<file path="src/rtl/mmio_console_fifo.sv">
// Memory-mapped console device on the core store path.
// Channel stores are tagged with their channel and print mode and queued in a
// small FIFO that drains to a valid/ready sink. Also holds the per-channel
// mode register, the exit/pass-fail mailbox and a readable status word.
module mmio_console_fifo #(
  parameter logic [31:0] BASE_ADDR = 32'h0000_FFE0,
  parameter int          NUM_CHAN  = 4,
  parameter int          DEPTH     = 8,
  parameter int          OVF_W     = 16
) (
  input  logic                                             clk,
  input  logic                                             reset,
  input  logic                                             memwrite,
  input  logic [31:0]                                      dataadr,
  input  logic [31:0]                                      writedata,
  output logic                                             rd_hit,
  output logic [31:0]                                      readdata,
  output logic                                             out_valid,
  input  logic                                             out_ready,
  output logic [31:0]                                      out_data,
  output logic [((NUM_CHAN > 1) ? $clog2(NUM_CHAN) : 1)-1:0] out_chan,
  output logic                                             out_char,
  output logic                                             done,
  output logic                                             pass,
  output logic [31:0]                                      exit_code,
  output logic                                             finished,
  output logic [OVF_W-1:0]                                 ovf_count
);

  localparam int CW   = (NUM_CHAN > 1) ? $clog2(NUM_CHAN) : 1;
  localparam int AW   = (DEPTH > 1) ? $clog2(DEPTH) : 1;
  localparam int CNTW = AW + 1;

  typedef struct packed {
    logic [31:0]   data;
    logic [CW-1:0] chan;
    logic          is_char;
  } entry_t;

  entry_t              mem_q [DEPTH];
  entry_t              mem_d [DEPTH];
  logic [AW-1:0]       wr_ptr_q, wr_ptr_d;
  logic [AW-1:0]       rd_ptr_q, rd_ptr_d;
  logic [CNTW-1:0]     count_q, count_d;
  logic [NUM_CHAN-1:0] mode_q, mode_d;
  logic                done_q, done_d;
  logic                pass_q, pass_d;
  logic [31:0]         exit_code_q, exit_code_d;
  logic [OVF_W-1:0]    ovf_q, ovf_d;

  logic [31:0] addr_off;
  logic [29:0] word_idx;
  logic        aligned;
  logic        ch_hit, mode_hit, exit_hit, status_hit;
  logic        push_req, push, pop, full, empty;
  entry_t      new_entry;
  entry_t      head;

  // Register decode: offset from the base must be an exact word index; addresses below the base wrap far out of range
  always_comb begin
    addr_off   = dataadr - BASE_ADDR;
    word_idx   = addr_off[31:2];
    aligned    = (addr_off[1:0] == 2'b00);
    ch_hit     = aligned && (word_idx < 30'(NUM_CHAN));
    mode_hit   = aligned && (word_idx == 30'(NUM_CHAN));
    exit_hit   = aligned && (word_idx == 30'(NUM_CHAN + 1));
    status_hit = aligned && (word_idx == 30'(NUM_CHAN + 2));
  end

  // FIFO control, mode/exit register updates and the saturating drop counter
  always_comb begin
    empty     = (count_q == '0);
    full      = (count_q == CNTW'(DEPTH));
    out_valid = !empty;
    pop       = out_valid && out_ready;
    push_req  = memwrite && ch_hit && !done_q;
    push      = push_req && (!full || pop);

    new_entry.chan    = word_idx[CW-1:0];
    new_entry.is_char = mode_q[word_idx[CW-1:0]];
    new_entry.data    = new_entry.is_char ? {24'h0, writedata[7:0]} : writedata;

    mem_d = mem_q;
    if (push) begin
      mem_d[wr_ptr_q] = new_entry;
    end
    wr_ptr_d = wr_ptr_q + AW'(push);
    rd_ptr_d = rd_ptr_q + AW'(pop);
    count_d  = count_q + CNTW'(push) - CNTW'(pop);

    ovf_d = ovf_q;
    if (push_req && full && !pop && (ovf_q != '1)) begin
      ovf_d = ovf_q + OVF_W'(1);
    end

    mode_d = mode_q;
    if (memwrite && mode_hit) begin
      mode_d = writedata[NUM_CHAN-1:0];
    end

    done_d      = done_q;
    pass_d      = pass_q;
    exit_code_d = exit_code_q;
    if (memwrite && exit_hit && !done_q) begin
      done_d      = 1'b1;
      pass_d      = (writedata == 32'h0);
      exit_code_d = writedata;
    end
  end

  // State registers; reset discards queued entries immediately
  always_ff @(posedge clk or posedge reset) begin
    if (reset) begin
      for (int i = 0; i < DEPTH; i++) begin
        mem_q[i] <= '0;
      end
      wr_ptr_q    <= '0;
      rd_ptr_q    <= '0;
      count_q     <= '0;
      mode_q      <= '0;
      done_q      <= 1'b0;
      pass_q      <= 1'b0;
      exit_code_q <= '0;
      ovf_q       <= '0;
    end else begin
      mem_q       <= mem_d;
      wr_ptr_q    <= wr_ptr_d;
      rd_ptr_q    <= rd_ptr_d;
      count_q     <= count_d;
      mode_q      <= mode_d;
      done_q      <= done_d;
      pass_q      <= pass_d;
      exit_code_q <= exit_code_d;
      ovf_q       <= ovf_d;
    end
  end

  // Head read straight from storage and forced to zero while the queue is empty; readback mux for MODE/STATUS
  always_comb begin
    head      = mem_q[rd_ptr_q];
    out_data  = out_valid ? head.data : 32'h0;
    out_chan  = out_valid ? head.chan : '0;
    out_char  = out_valid ? head.is_char : 1'b0;
    done      = done_q;
    pass      = pass_q;
    exit_code = exit_code_q;
    finished  = done_q && empty;
    ovf_count = ovf_q;
    rd_hit    = mode_hit || status_hit;
    readdata  = 32'h0;
    if (mode_hit) begin
      readdata = 32'(mode_q);
    end else if (status_hit) begin
      readdata = {16'(ovf_q), 8'(count_q), 6'b0, full, empty};
    end
  end

endmodule

</file>
<file path="config.mk">
export PLATFORM = sky130hd
export DESIGN_NAME = mmio_console_fifo
export DESIGN_NICKNAME = d
export VERILOG_FILES = /design/src/rtl/mmio_console_fifo.sv
export SDC_FILE = /design/constraint.sdc
export NUM_CORES = 1
export LEC_CHECK = 0
export ABC_AREA = 1
export CORE_ASPECT_RATIO = 1.4
export CORE_UTILIZATION = 52
export CTS_CLUSTER_DIAMETER = 80
export CTS_CLUSTER_SIZE = 16
export DETAILED_ROUTE_END_ITERATION = 6
export GPL_TIMING_DRIVEN = 1
export HOLD_SLACK_MARGIN = 0.15
export PLACE_DENSITY = 0.78
export SLEW_MARGIN = 20
export SYNTH_ARGS = -nofsm -noshare
export SYNTH_HDL_FRONTEND = slang
export SYNTH_SLANG_ARGS = --single-unit
</file>
<file path="constraint.sdc">
create_clock -name clk -period 12 [get_ports clk]
set_input_delay 1.8 -clock clk [delete_from_list [all_inputs] [get_ports clk]]
set_output_delay 1.8 -clock clk [all_outputs]
set_load 0.01 [all_outputs]
</file>
==> results.sh <==
export IMPL_leakage_nw=10.3
export IMPL_drive_gt1_share_pct=3.38
export IMPL_yosysSeqAreaShare_pct=46.6
export IMPL_grt_max_degree=220
export IMPL_drv_cap=0
export IMPL_slowest_delay_ns=0.58
export IMPL_power_density_mw_per_mm2=156
export IMPL_hold_slack_ns=0.465
export IMPL_grt_first_pass_wirelength_mm=91.2
export IMPL_max_freq_mhz=139
export IMPL_arrival_ns=5.39
export IMPL_synthTopCellsByArea="dfrtp_1, nand2_1, nand4_1, nor2_1, o21ai_0"
export IMPL_nNetsFinal=2532
export IMPL_grt_pass1_vias=17398
export IMPL_grt_usage_pct=31.6
export IMPL_dp_hpwl_mm=32.4
export IMPL_rsz0062_at_grt="false"
export IMPL_cts_hold_buf=0
export IMPL_worstSetupEndpointType="primary output"
export IMPL_synthTopCellsByCount="nand2_1, dfrtp_1, nand4_1, nor2_1, o21ai_0"
export IMPL_cp_start_kind="input pin"
export IMPL_cpLargestDelayFamily="simple AND/OR/NAND/NOR gates"
export IMPL_drcViolationCount=0
export IMPL_fin_tns_setup_ns=0
export IMPL_drv_slew=0
export IMPL_yosysWarningCount=0
export IMPL_overflow=0
export IMPL_post_drt_wl_per_cell_um=19.6
export IMPL_synthCells=2427
export IMPL_yosys_area_top_type="dfrtp_1"
export IMPL_start_util_pct=52.8
export IMPL_cts_sinks=344
export IMPL_async_reset_ff_share_pct=100
export IMPL_die_w_um=161
export IMPL_peakVddDrop_v=0.000122
export IMPL_fin_skew_ns=0.0249
export IMPL_synth_distinct_cells=40
export IMPL_fp_dieArea_mm2=0.0363
export IMPL_cts_max_level=1
export IMPL_ys_ff_latch=344
export IMPL_rows=81
export IMPL_final_hold_viol_count=0
export IMPL_dr_first_iter_drc_count=2077
export IMPL_cpMostUsedCell="nand2_1"
export IMPL_area_growth_pct=12.0
export IMPL_setup_violations=0
export IMPL_avgSynthCellArea_um2=7.60
export IMPL_core_area_mm2=0.0350
export IMPL_path_cells="clkdlybuf4s50_1, ha_1, nand2_1, nor2_4, nand3_4, nand3_1, nand2_1, nor2_1, nand2_1, nor2_1, nand3_2, nor3_4, nand2_1, nor3_1, clkdlybuf4s50_1"
export IMPL_timing_critical_path_buf_inv=2
export IMPL_n_antenna_cell=0
export IMPL_gp_congestion=0.917
export IMPL_die_height_um=225
export IMPL_clk_pin_slew_ns=0.06
export IMPL_crit_path_max_fanout=21
export IMPL_cts_tree="built"
export IMPL_synth_area_mm2=0.0185
export IMPL_synth_most_common_cell="nand2_1"
export IMPL_stdcell_count=2908
export IMPL_period_share_pct=60.0
export IMPL_cts_root_buffer="clkbuf_16"
export IMPL_crit_slowest_cell="clkdlybuf4s50_1"
export IMPL_antenna_found_initial=0
export IMPL_synth_edf_count=0
export IMPL_outcome="finished, final reports clean"
export IMPL_ant_nets=0
export IMPL_hold_path_class="reg2reg"
export IMPL_dpl_cell_count=2880
export IMPL_clk_latency_ns=0.56
export IMPL_viasPerCell=6.11
export IMPL_first_pass_iters=5
export IMPL_post_cts_buffers=0
export IMPL_min_period_ns=7.19
export IMPL_tightest_slew_ns=1.11
export IMPL_numCtsBuffers=25
export IMPL_crit_required_ns=10.20
export IMPL_yosys_most_used_dff="dfrtp_1"
export IMPL_clk_path_buf_depth=3
export IMPL_synth_top_area_share_pct=46.6
export IMPL_routed_via_count=17756
export IMPL_slew_headroom_pct=25.8
export IMPL_ctsResizeCount=0
export IMPL_io_buffers=179
export IMPL_path_class="in2out"
export IMPL_ios=188
export IMPL_wirelength_mm=57.1
## cells by family after synthesis
| kind of cell | after synthesis | synth area share (%) |
|---|---|---|
| buf+inv | 325 | 8.00 |
| flops | 344 | 46.6 |
| simple gates | 1430 | 35.0 |
| compound gates | 299 | 8.66 |
| other cells | 1 | 0.0203 |
| fa+ha+maj | 13 | 0.922 |
| xor+xnor | 15 | 0.712 |
## cell type report
class | count | area, um^2
inverter | 119 | 459
tap | 456 | 571
fill | 3139 | 14300
multi-input combinational | 1765 | 8440
sequential | 344 | 8620
timing repair buffer | 196 | 1940
clock inverter | 2 | 17.5
clock buffer | 26 | 629
## sequential cells by signal (all words and copies together) (netlist names)
register and flops:
count_q 4, ovf_count 16, pass 1, done 1
mode_q 4, wr_ptr_q 3, exit_code 32, rd_ptr_q 3
mem_q 280
## metrics by stage
| step | area [um^2] | setup slack [ns] | util (%) | power, mW |
|---|---|---|---|---|
| floorplan | 18500 | 0.663 | - | 1.93 |
| finish | 20700 | 4.81 | 59.1 | 3.23 |
| global route | 20700 | 4.38 | 59.1 | 3.39 |
| detailed placement | 20000 | 4.87 | 57.3 | 2.46 |
| global placement | 20000 | 5.00 | 57.3 | 2.46 |
| CTS | 20700 | 4.86 | 59.1 | 3.22 |
## where the power goes
part	internal (mW)	total (mW)	switching (mW)	leakage, nW
sequential	1.17	1.22	0.0485	4.74
combinational	0.469	1.24	0.774	5.29
clock	0.372	0.766	0.394	0.318
total	2.01	3.23	1.22	10.3
## placed cells by master (no fill, tap or decap), types with 3 or more instances in the layout
cell type,n
buf_4,15
conb_1,8
dfrtp_1,341
clkbuf_16,25
nor2_4,7
nor2_1,297
clkdlybuf4s50_1,179
nand3_4,9
o21ai_1,30
inv_2,3
nand3b_1,4
nand4_1,303
nor2_2,4
nor4_1,3
nand3_1,45
o21ai_0,190
xor2_1,12
nand2_1,718
o22ai_1,35
a21oi_1,5
nand3_2,3
nor3_4,3
nor3_1,29
a31oi_1,35
ha_1,12
inv_1,111
xnor2_1,3
## tightest hold or removal path, stage by stage (launching register included)
cell,delay (ns)
dfrtp_1,0.34
nand2_1,0.05
nand2_1,0.04
## worst paths after layout
path	from	end	slack, ns	cells past startpoint
setup / recovery	dataadr[5]	readdata[11]	4.81	15
hold / removal	mem_q[212]	mem_q[212]	0.47	2
setup reg to reg	count_q[2]	wr_ptr_q[2]	8.30	12
hold reg to reg	mem_q[212]	mem_q[212]	0.47	2
max in group asynchronous	reset	wr_ptr_q[0]	7.85	4
min in group asynchronous	reset	exit_code[23]	1.74	2
## metal layers
metal  track usage [%]  up-vias  share of wire [%]
met2              54.4      955                 49
met3              4.73      161                8.8
met4              17.7        0                5.1
met5                 0        -                  0
li1                  -     8153                  -
met1              37.8     8487                 37
Power figures use the tool's default switching activity.
